**src/rtl/tmod_master.sv**
```systemverilog
// Command master: takes one host command, issues it on the slave bus, waits for
// completion or timeout, and keeps sticky HIGH/LOW alarms from the slave status.
module tmod_master #(
  parameter int TIMEOUT = 16
) (
  input  logic       clk,
  input  logic       reset,
  input  logic       cmd_valid,
  input  logic [3:0] cmd_op,
  input  logic [7:0] cmd_opnd,
  output logic       cmd_ready,
  output logic       result_valid,
  output logic [7:0] result_data,
  output logic       result_err,
  output logic [1:0] result_status,
  output logic [3:0] op,
  output logic [7:0] opnd,
  input  logic       bus_ready,
  input  logic       bus_valid,
  input  logic [7:0] bus_data,
  input  logic [1:0] bus_status,
  input  logic       alarm_clr,
  output logic       alarm_high,
  output logic       alarm_low
);
  // state | meaning
  // IDLE  | op=NOOP, accept a command while bus_ready
  // ISSUE | drive latched op/opnd for one cycle, clear wait counter
  // WAIT  | wait for bus_ready (write) / bus_valid (read), or time out
  // DONE  | one-cycle result_valid pulse
  typedef enum logic [1:0] {IDLE, ISSUE, WAIT, DONE} state_t;

  localparam logic [3:0] OP_NOOP  = 4'b1000;
  localparam logic [7:0] CNT_LAST = 8'(TIMEOUT - 1);

  state_t     state, state_nxt;
  logic [3:0] op_q;
  logic [7:0] opnd_q;
  logic [7:0] wait_cnt;
  logic       accept, hit, timed_out, complete;
  logic       is_read, is_write, clr_any;

  assign is_read  = ~op_q[3] &  op_q[2];
  assign is_write = ~op_q[3] & ~op_q[2];

  always_comb begin
    state_nxt = state;
    op        = OP_NOOP;
    cmd_ready = 1'b0;
    accept    = 1'b0;
    hit       = 1'b0;
    timed_out = 1'b0;
    case (state)
      IDLE: begin
        cmd_ready = bus_ready & ~reset;
        accept    = cmd_valid & bus_ready & ~reset;
        if (accept) state_nxt = ISSUE;
      end
      ISSUE: begin
        op        = op_q;
        state_nxt = WAIT;
      end
      WAIT: begin
        hit       = op_q[3] | (is_read & bus_valid) | (is_write & bus_ready);
        // a completion on the last allowed cycle beats the timeout
        timed_out = ~hit & (wait_cnt == CNT_LAST);
        if (hit | timed_out) state_nxt = DONE;
      end
      DONE:    state_nxt = IDLE;
      default: state_nxt = IDLE;
    endcase
  end

  assign complete     = hit | timed_out;
  assign result_valid = (state == DONE);
  assign opnd         = opnd_q;

  always_ff @(posedge clk or posedge reset) begin
    if (reset) begin
      state         <= IDLE;
      op_q          <= OP_NOOP;
      opnd_q        <= '0;
      wait_cnt      <= '0;
      result_data   <= '0;
      result_err    <= 1'b0;
      result_status <= '0;
    end else begin
      state <= state_nxt;
      if (accept) begin
        op_q   <= cmd_op;
        opnd_q <= cmd_opnd;
      end
      if (state == ISSUE)
        wait_cnt <= '0;
      else if (state == WAIT && wait_cnt != 8'hFF)
        wait_cnt <= wait_cnt + 8'd1;
      if (complete) begin
        result_data   <= (hit & is_read) ? bus_data : 8'h00;
        result_err    <= timed_out;
        result_status <= bus_status;
      end
    end
  end

  // a RESET command clears the alarms at the same priority as alarm_clr
  assign clr_any = alarm_clr | (complete & (op_q == 4'b0000));

  always_ff @(posedge clk or posedge reset) begin
    if (reset) begin
      alarm_high <= 1'b0;
      alarm_low  <= 1'b0;
    end else begin
      if (bus_status == 2'b01)  alarm_high <= 1'b1;
      else if (clr_any)         alarm_high <= 1'b0;
      if (bus_status == 2'b10)  alarm_low  <= 1'b1;
      else if (clr_any)         alarm_low  <= 1'b0;
    end
  end
endmodule

```
**config.mk**
```make
export PLATFORM = sky130hd
export DESIGN_NAME = tmod_master
export DESIGN_NICKNAME = d
export VERILOG_FILES = /design/src/rtl/tmod_master.sv
export SDC_FILE = /design/constraint.sdc
export NUM_CORES = 1
export LEC_CHECK = 0
export CORE_ASPECT_RATIO = 1.25
export CORE_MARGIN = 10
export CORE_UTILIZATION = 40
export CTS_CLUSTER_SIZE = 30
export DETAILED_ROUTE_END_ITERATION = 12
export PLACE_DENSITY = 0.71
export REMOVE_ABC_BUFFERS = 1
export SLEW_MARGIN = 10
export SYNTH_ARGS = -nofsm -noshare
export SYNTH_HDL_FRONTEND = slang
export SYNTH_SLANG_ARGS = --single-unit
```
**constraint.sdc**
```tcl
create_clock -name clk -period 2.8 [get_ports clk]
set_clock_uncertainty 0.15 [all_clocks]
set_input_delay 0.7 -clock clk [delete_from_list [all_inputs] [get_ports clk]]
set_output_delay 0.7 -clock clk [all_outputs]
set_load 0.03 [all_outputs]
```
# ---- Word-level counts from Yosys, hierarchy flattened
# Index checks and enable logic that the tools add are counted.
dict set report word_totals {
  register_bits 35
  output_inout_bits 27
  wordCells 59
}
dict set report classes {
  n_addsub 1
  eq_ne 9
  muxes 14
  n_bitwise 19
  reduce_logical 7
}
# operator n
set ops {}
lappend ops {{$mux 8} 3}
lappend ops {{$and 1x1->1} 10}
lappend ops {{$add 8x1->8 const B} 1}
lappend ops {{$eq 8x4->1 const B} 1}
lappend ops {{$ne 8x8->1 const B} 1}
lappend ops {{$pmux 2 s4} 1}
lappend ops {{$mux 1} 7}
lappend ops {{$eq 2x2->1 const B} 3}
lappend ops {{$reduce_bool 2->1} 3}
lappend ops {{$or 1x1->1} 5}
lappend ops {{$eq 2x1->1 const B} 2}
lappend ops {{$logic_not 4->1} 1}
lappend ops {{$mux 2} 2}
lappend ops {{$mux 4} 1}
lappend ops {{$ne 2x2->1 const B} 2}
lappend ops {{$not 1->1} 4}
lappend ops {{$logic_not 2->1} 1}
lappend ops {{$reduce_and 2->1} 1}
lappend ops {{$logic_and 1x1->1} 1}

# ---- Longest topological paths before layout
# Gate-level depths: netlist of the first run.
dict set report depth {
  depth_word 13
  ltp_mapped 6
  depth_no_buf 5
}

# ---- Worst setup path before layout of the first run
# No wires, ideal clock.
dict set report synth_timing {
  path_kind {register -> output}
  startpoint {reg state[1]}
  endpoint {out op[0]}
  t_arrival_ps 1306
  required_time_ps 1950
  slack_ps 644
  stages_incl_launch_ff 5
  path_buffers 1
  path_cell_list {dfrtp_1 inv_1 ha_1 clkbuf_1 and2_1}
}
dict set report synth_via {
  elab_chain_len 2
}
# item line_no
set synth_rtl {}
lappend synth_rtl {{from (decl)} 36} ;# state_t state, state_nxt;
lappend synth_rtl {{from (signal assigned)} 88} ;# state <= state_nxt;
lappend synth_rtl {{$eq 2x1->1} 53} ;# case (state)
lappend synth_rtl {{$mux 4} 53}
lappend synth_rtl {{to (decl)} 16} ;# output logic [3:0] op,
# Every way passes these cells.

# ---- Worst setup path in the final report of the first run
dict set report layout_timing {
  startpoint {reg state[1]}
  endpoint {out op[3]}
}
# The elaborated chain is that of the path after synthesis.

==> results.md, run 1 <==
- Syn Std Cell Area: 1840 µm²
- Seq/Total Area, Yosys: a little under half
- Count of pins over their slew limit: 0
- Crit start category: flip-flop
- Leading area contributor after synthesis: dfrtp_1
- Worst-margin pin slew: 0.529 ns
- RSZ-0062 raised after global routing: no
- Largest net degree at the start of global routing: 36
- Post-CTS Hold Buffers: 0
- CP required: 1.95 ns
- Initial antenna violation count: 0
- Post-route minimum period: 2.63 ns
- Dpl ws: 0.345 ns
- Area share of the largest cell type after synthesis: 46.4%
- P_int: 1.52 mW
- DRC viols: 0
- Vias: roughly 1400
- CP Max Fanout: 5
- Async set or reset register ratio after synthesis: 100%
- Clock latency on the worst-skew pair: 0.29 ns
- Worst path cell trace: inv_1 > ha_1 > nand2_1 > clkdlybuf4s50_1
- RePlAce Congestion: 0.748
- Wire length of the first global-routing pass: 7560 µm
- MaxCap Viol Count: 0
- Bufs on Longest Clock Path: 2
- DR iter-0 viols: 55
- Synth Instances: between 150 and 200
- Setup crit end kind: output pin
- Initial Util: between 40 and 50%
- Reg clk slew, reported paths: 0.07 ns
- Post-CTS Resized: 0
- Total track usage: roughly an eighth
- Tcrit/Tclk final: a little over nine tenths
- Largest family of logic cells by synthesized area: simple AND/OR/NAND/NOR gates
- Drt total wl: roughly 4700 µm
- IO buf count: 54
- Htree depth: 2
- GRT overflow: 0
- Mux share of post-synthesis cell area: 11.1%
- Primary FF master, synth: dfrtp_1
- Finished Core Util: 57.0%
- Sw frac: 41.8%
- Critical path's largest stage delay: roughly 0.67 ns
- Stages on the worst setup path: 4
- # diodes: 0
- Worst path arrival time: 1.78 ns
- Fin Setup TNS: 0 ns
- Simple-Gate Fraction of Synth Area: 17.8%
- Die Wd: 80.6 µm
- Crit path max-delay family: buffers and inverters
- Post-CTS Repair Setup Buffers: 0
- Rows: 27
- Mean post-synth cell area: 11.5 µm²
- Crit Path Category: reg -> out
- Sequential Power Share: 33.2%
- Final nets: 250
- Fin worst setup slack: around 0.17 ns
- Antenna-violating nets left: 0
- Final Setup Violations: 0
- Die area: between 7000 and 8000 µm²
- Power per cell area: 1040 nW/µm²
- Final hold violations: 0
- Hold Crit Class: reg -> reg
- Synth Register Bits: 35
- Area after DPL: 2430 µm²
- Adder-Cell Fraction of Synth Area: 3.41%
- Cts bufs inserted: 5
- Synth area leaders: dfrtp_1 (46%), mux2_2 (9.2%), a221o_1 (4.4%), ha_1 (3.4%), nor2b_1 (3.4%)
- Slew headroom: 64.6%
- Worst Hold Depth: 1
- Vias in the first global route: 1504
- Synth Area in Compound Gates: 16.2%
- Clk pwr share: 14.1%
- CP bufs+invs: 2
- Slowest library cell on the worst path: clkdlybuf4s50_1
- Cell variety after synth: 43
- Gate power share: 52.7%
- Pre-antenna DRT Iters: 4
- Routed wire per std cell: 16.9 µm
- Share of layout cells above drive strength 1: 15.1%
- Net switching power figure: 1.09 mW
- Clock root buffer: clkbuf_8
- Layout area overhead: 37.5%
- CORE AREA: 4430 µm²
- Via density per instance: about 5.2
- Status: finished, final reports clean
- Die H: between 90 and 100 µm
- Reg2Reg Depth: 5
- Num ports: 55
- Synth Area in XOR/XNOR: 0%
- Leakage: about 1.1 nW
- Peak supply drop: between 0.0005 and 0.0006 V
- CTS tree: yes
- Clock sinks: 35
- Finished Cell Area: 2520 µm²
- Dpl hpwl: 3430 µm
- F_max: 380 MHz
- Post-synth EDFFs: 0
- Synth warnings: 0
==> worst paths after layout <==
check	start	endpoint	slack (ns)
max	state[1]	op[3]	0.17
min	opnd[5]	opnd[5]	0.36
min in group asynchronous	reset	alarm_high	0.71
min reg2reg	opnd[5]	opnd[5]	0.36
max in group asynchronous	reset	op_q[3]	1.44
max reg2reg	state[0]	wait_cnt[0]	0.69
==> area by class of cell <==
class	count	area (µm²)
clock buffer	6	72.6
clock inverter	2	12.5
fill	391	1900
inverter	6	22.5
multi-input combinational	111	891
sequential	35	877
tap	58	72.6
timing repair buffer	58	576
==> cell usage in the layout (no fill, tap or decap), types with 3 or more instances in the layout <==
cell type and instances:
and2b_1 3, inv_1 6, clkdlybuf4s50_1 50, o211ai_1 3, nand2b_1 7, mux2_2 15
a21oi_1 4, o2111ai_1 4, nand2_1 7, dfrtp_1 34, a221o_1 8, dlymetal6s2s_1 3
nand3_1 5, a211oi_1 6, nor2b_1 10, nor2_1 6, ha_1 5, buf_4 5
clkbuf_8 5
==> cells by family (layout without fill, tap and decap cells) <==
group,Yosys count,count (layout)
simple gates,53,53
compound gates,35,35
flops,35,35
mux,18,18
buf+inv,14,72
fa+ha+maj,5,5
==> metrics by stage <==
stage | std cells | total power [mW] | hold WS (ns)
finish | 276 | 2.62 | 0.356
global placement | 268 | 2.25 | 0.336
floorplan | 152 | 1.72 | 0.370
global route | 276 | 2.78 | 0.372
CTS | 276 | 2.65 | 0.362
detailed placement | 268 | 2.27 | 0.341
==> registers in the layout, indices dropped and copies added, names as in the netlist <==
| register | flops |
|---|---|
| alarm_high | 1 |
| alarm_low | 1 |
| op_q | 4 |
| opnd | 8 |
| result_data | 8 |
| result_err | 1 |
| result_status | 2 |
| state | 2 |
| wait_cnt | 8 |
==> cells in the mapped netlist, types with 2 or more instances <==
cell / n
and2b_1: 3
o2111ai_1: 4
and3b_1: 2
and2_1: 2
nand2_1: 7
o41ai_1: 2
nand4_1: 2
o211ai_1: 3
clkbuf_1: 3
a211oi_1: 6
mux2i_1: 2
nand3_1: 5
mux2_2: 15
a221o_1: 8
ha_1: 5
a21oi_1: 4
nor2b_1: 10
nand2b_1: 7
buf_2: 2
inv_1: 6
nor2_1: 6
dfrtp_1: 34
nor3_1: 2
==> metal layers <==
| layer | part of all wire (%) | wire (µm) | global-route usage (%) | up-vias |
|---|---|---|---|---|
| li1 | - | - | - | 712 |
| met1 | 44 | 2030 | 14.3 | 689 |
| met2 | 48 | 2220 | 20.1 | 36 |
| met3 | 7.7 | 357 | 5.60 | 6 |
| met4 | 1.2 | 54 | 4.85 | 0 |
| met5 | 0 | 0 | 0 | - |
==> worst register-to-register path: cells and delay by family (launching register included) <==
family          cells  cell delay [ns]
buf+inv             2             0.40
flops               1             0.43
mux                 1             0.36
fa+ha+maj           1             0.38
compound gates      1             0.27
==> power groups by stage <==
stage	Sequential (mW)	Clock, mW	Combinational, mW
floorplan	1.12	0	0.603
global placement	0.871	0	1.38
detailed placement	0.877	0	1.39
CTS	0.871	0.375	1.40
global route	0.899	0.392	1.49
finish	0.870	0.369	1.38
Note: power is estimated with default switching activity, not from simulation.
==> run 2, diff against run 1 <==
--- a/config.mk
+++ b/config.mk
@@ -6,11 +6,11 @@
 export NUM_CORES = 1
 export LEC_CHECK = 0
 export CORE_ASPECT_RATIO = 1.25
-export CORE_MARGIN = 10
-export CORE_UTILIZATION = 40
+export CORE_MARGIN = 5
+export CORE_UTILIZATION = 48
 export CTS_CLUSTER_SIZE = 30
 export DETAILED_ROUTE_END_ITERATION = 12
-export PLACE_DENSITY = 0.71
+export PLACE_DENSITY = 0.82
 export REMOVE_ABC_BUFFERS = 1
 export SLEW_MARGIN = 10
 export SYNTH_ARGS = -nofsm -noshare
==> results.md, run 2 (synthesis gave the netlist of run 1 again) <==
- Leakage: approximately 1.1 nW
- Crit Path Category: reg -> out
- Initial Util: 48.9%
- Sw frac: 41.0%
- Routed wire per std cell: around 18 µm
- Cts bufs inserted: 5
- Rows: 25
- CTS tree: yes
- IO buf count: 54
- Vias in the first global route: 1609
- Status: finished, final reports clean
- CORE AREA: 3750 µm²
- Clock latency on the worst-skew pair: 0.28 ns
- Slowest library cell on the worst path: clkdlybuf4s50_1
- Clock root buffer: clkbuf_8
- Power per cell area: 1060 nW/µm²
- # fillers: roughly 290
- Share of layout cells above drive strength 1: between 10% and 20%
- Fin Setup TNS: 0 ns
- Via density per instance: 5.92
- Htree depth: 2
- Die Wd: 65.3 µm
- Leading cell type in the layout, fill and taps excluded: clkdlybuf4s50_1
- Initial antenna violation count: 0
- Num ports: 55
- Slew headroom: 63.4%
- Die H: 79.1 µm
- Dpl ws: between 0.3 and 0.4 ns
- Fin worst setup slack: 0.163 ns
- Worst-margin pin slew: 0.548 ns
- Bufs on Longest Clock Path: 2
- Gate power share: 52.2%
- DRC viols: 0
- Layout area overhead: 36.7%
- Post-route minimum period: 2.64 ns
- Most frequent cells in the layout: clkdlybuf4s50_1 (50), dfrtp_1 (34), mux2_2 (15)
- Count of pins over their slew limit: 0
- RSZ-0062 raised after global routing: no
- Antenna-violating nets left: 0
- Peak supply drop: ~0.00063 V
- Largest net degree at the start of global routing: 36
- Vias: 1522
- Final hold violations: 0
- Drt total wl: 4580 µm
- Clock sinks: 35
- Tcrit/Tclk final: 94.2%
- Finished Core Util: 66.8%
- CP Max Fanout: 5
- Crit start category: flip-flop
- Net switching power figure: 1.10 mW
- Wire length of the first global-routing pass: 7540 µm
- Reg clk slew, reported paths: 0.07 ns
- Worst path arrival time: ~1.8 ns
- P_int: 1.58 mW
- RePlAce Congestion: 0.689
- # diodes: 0
- F_max: 379 MHz
- Hold Crit Class: reg -> reg
- Hold WS: around 0.37 ns
- Total track usage: 19.0%
- GRT overflow: 0
- DR iter-0 viols: 46
- Clk pwr share: between 10% and 20%
- Post-CTS Repair Setup Buffers: 0
- Die area: 5170 µm²
- Critical path's largest stage delay: 0.68 ns
- Pre-antenna DRT Iters: 4
- MaxCap Viol Count: 0
- Worst path cell trace: inv_1 > ha_1 > nand2_1 > clkdlybuf4s50_1
- CP required: 1.95 ns
- Final Setup Violations: 0
- Final nets: 249
- Sequential Power Share: 32.9%
- Setup crit end kind: output pin
- Dpl hpwl: 3440 µm
==> run 2: changes by cell type in the layout (fill, tap and decap cells not counted) <==
cell / delta
buf_4: -1
clkbuf_8: +2
clkinvlp_4: -1
clkinv_2: -1
==> run 2: stage by stage <==
stage / std cells / instance area (µm²) / power, mW
finish: 257 / 2510 / 2.67
CTS: 257 / 2500 / 2.69
global placement: 249 / 2400 / 2.21
detailed placement: 249 / 2400 / 2.28
floorplan: 152 / 1790 / 1.72
global route: 257 / 2510 / 2.82
==> run 2: area by class of cell <==
class / instances / area (µm²) / area share [%]
Sequential cell: 35 / 877 / 35.0
Multi-Input combinational cell: 111 / 891 / 35.5
Inverter: 6 / 22.5 / 0.898
Clock buffer: 8 / 100 / 3.99
Tap cell: 40 / 50.0 / 2.00
Timing Repair Buffer: 57 / 568 / 22.6
==> run 2: final timing paths <==
check	start	end	slack, ns	cells after the start
max	state[1]	op[3]	0.16	4
min	opnd[4]	opnd[4]	0.37	1
max reg2reg	state[0]	result_data[3]	0.64	6
min reg2reg	opnd[4]	opnd[4]	0.37	1
max in group asynchronous	reset	op_q[3]	1.46	3
min in group asynchronous	reset	opnd[1]	0.71	3
==> run 2: routing by layer <==
| layer | up-vias | wire length (µm) | GRT usage, % |
|---|---|---|---|
| li1 | 708 | - | - |
| met1 | 740 | 1750 | 20.7 |
| met2 | 70 | 2410 | 34.0 |
| met3 | 4 | 386 | 7.07 |
| met4 | 0 | 33 | 5.60 |
| met5 | - | 0 | 0 |
==> run 2: power groups by stage <==
stage	clock network [mW]	logic, mW	registers [mW]
finish	0.398	1.39	0.880
global route	0.432	1.48	0.906
CTS	0.407	1.41	0.877
detailed placement	0	1.40	0.882
global placement	0	1.34	0.865
floorplan	0	0.603	1.12
==> run 2: timing repair <==
action / CTS / global route
gates resized for setup: 0 / 3
hold buffers: 0 / 0
endpoints found under the setup margin: 0 / 3
==> run 2: critical path, delay by kind of cell, from the launching register on <==
kind / cells / cell delay [ns]
fa+ha+maj: 1 / 0.25
simple gates: 1 / 0.12
buf+inv: 2 / 0.78
flops: 1 / 0.37
==> run 3, diff against run 2 <==
--- a/config.mk
+++ b/config.mk
@@ -5,6 +5,7 @@
 export SDC_FILE = /design/constraint.sdc
 export NUM_CORES = 1
 export LEC_CHECK = 0
+export CAP_MARGIN = 20
 export CORE_ASPECT_RATIO = 1.25
 export CORE_MARGIN = 5
 export CORE_UTILIZATION = 48
==> results of run 3 <==
Same layout as run 2: the final DEF is identical, and so are final timing and power.
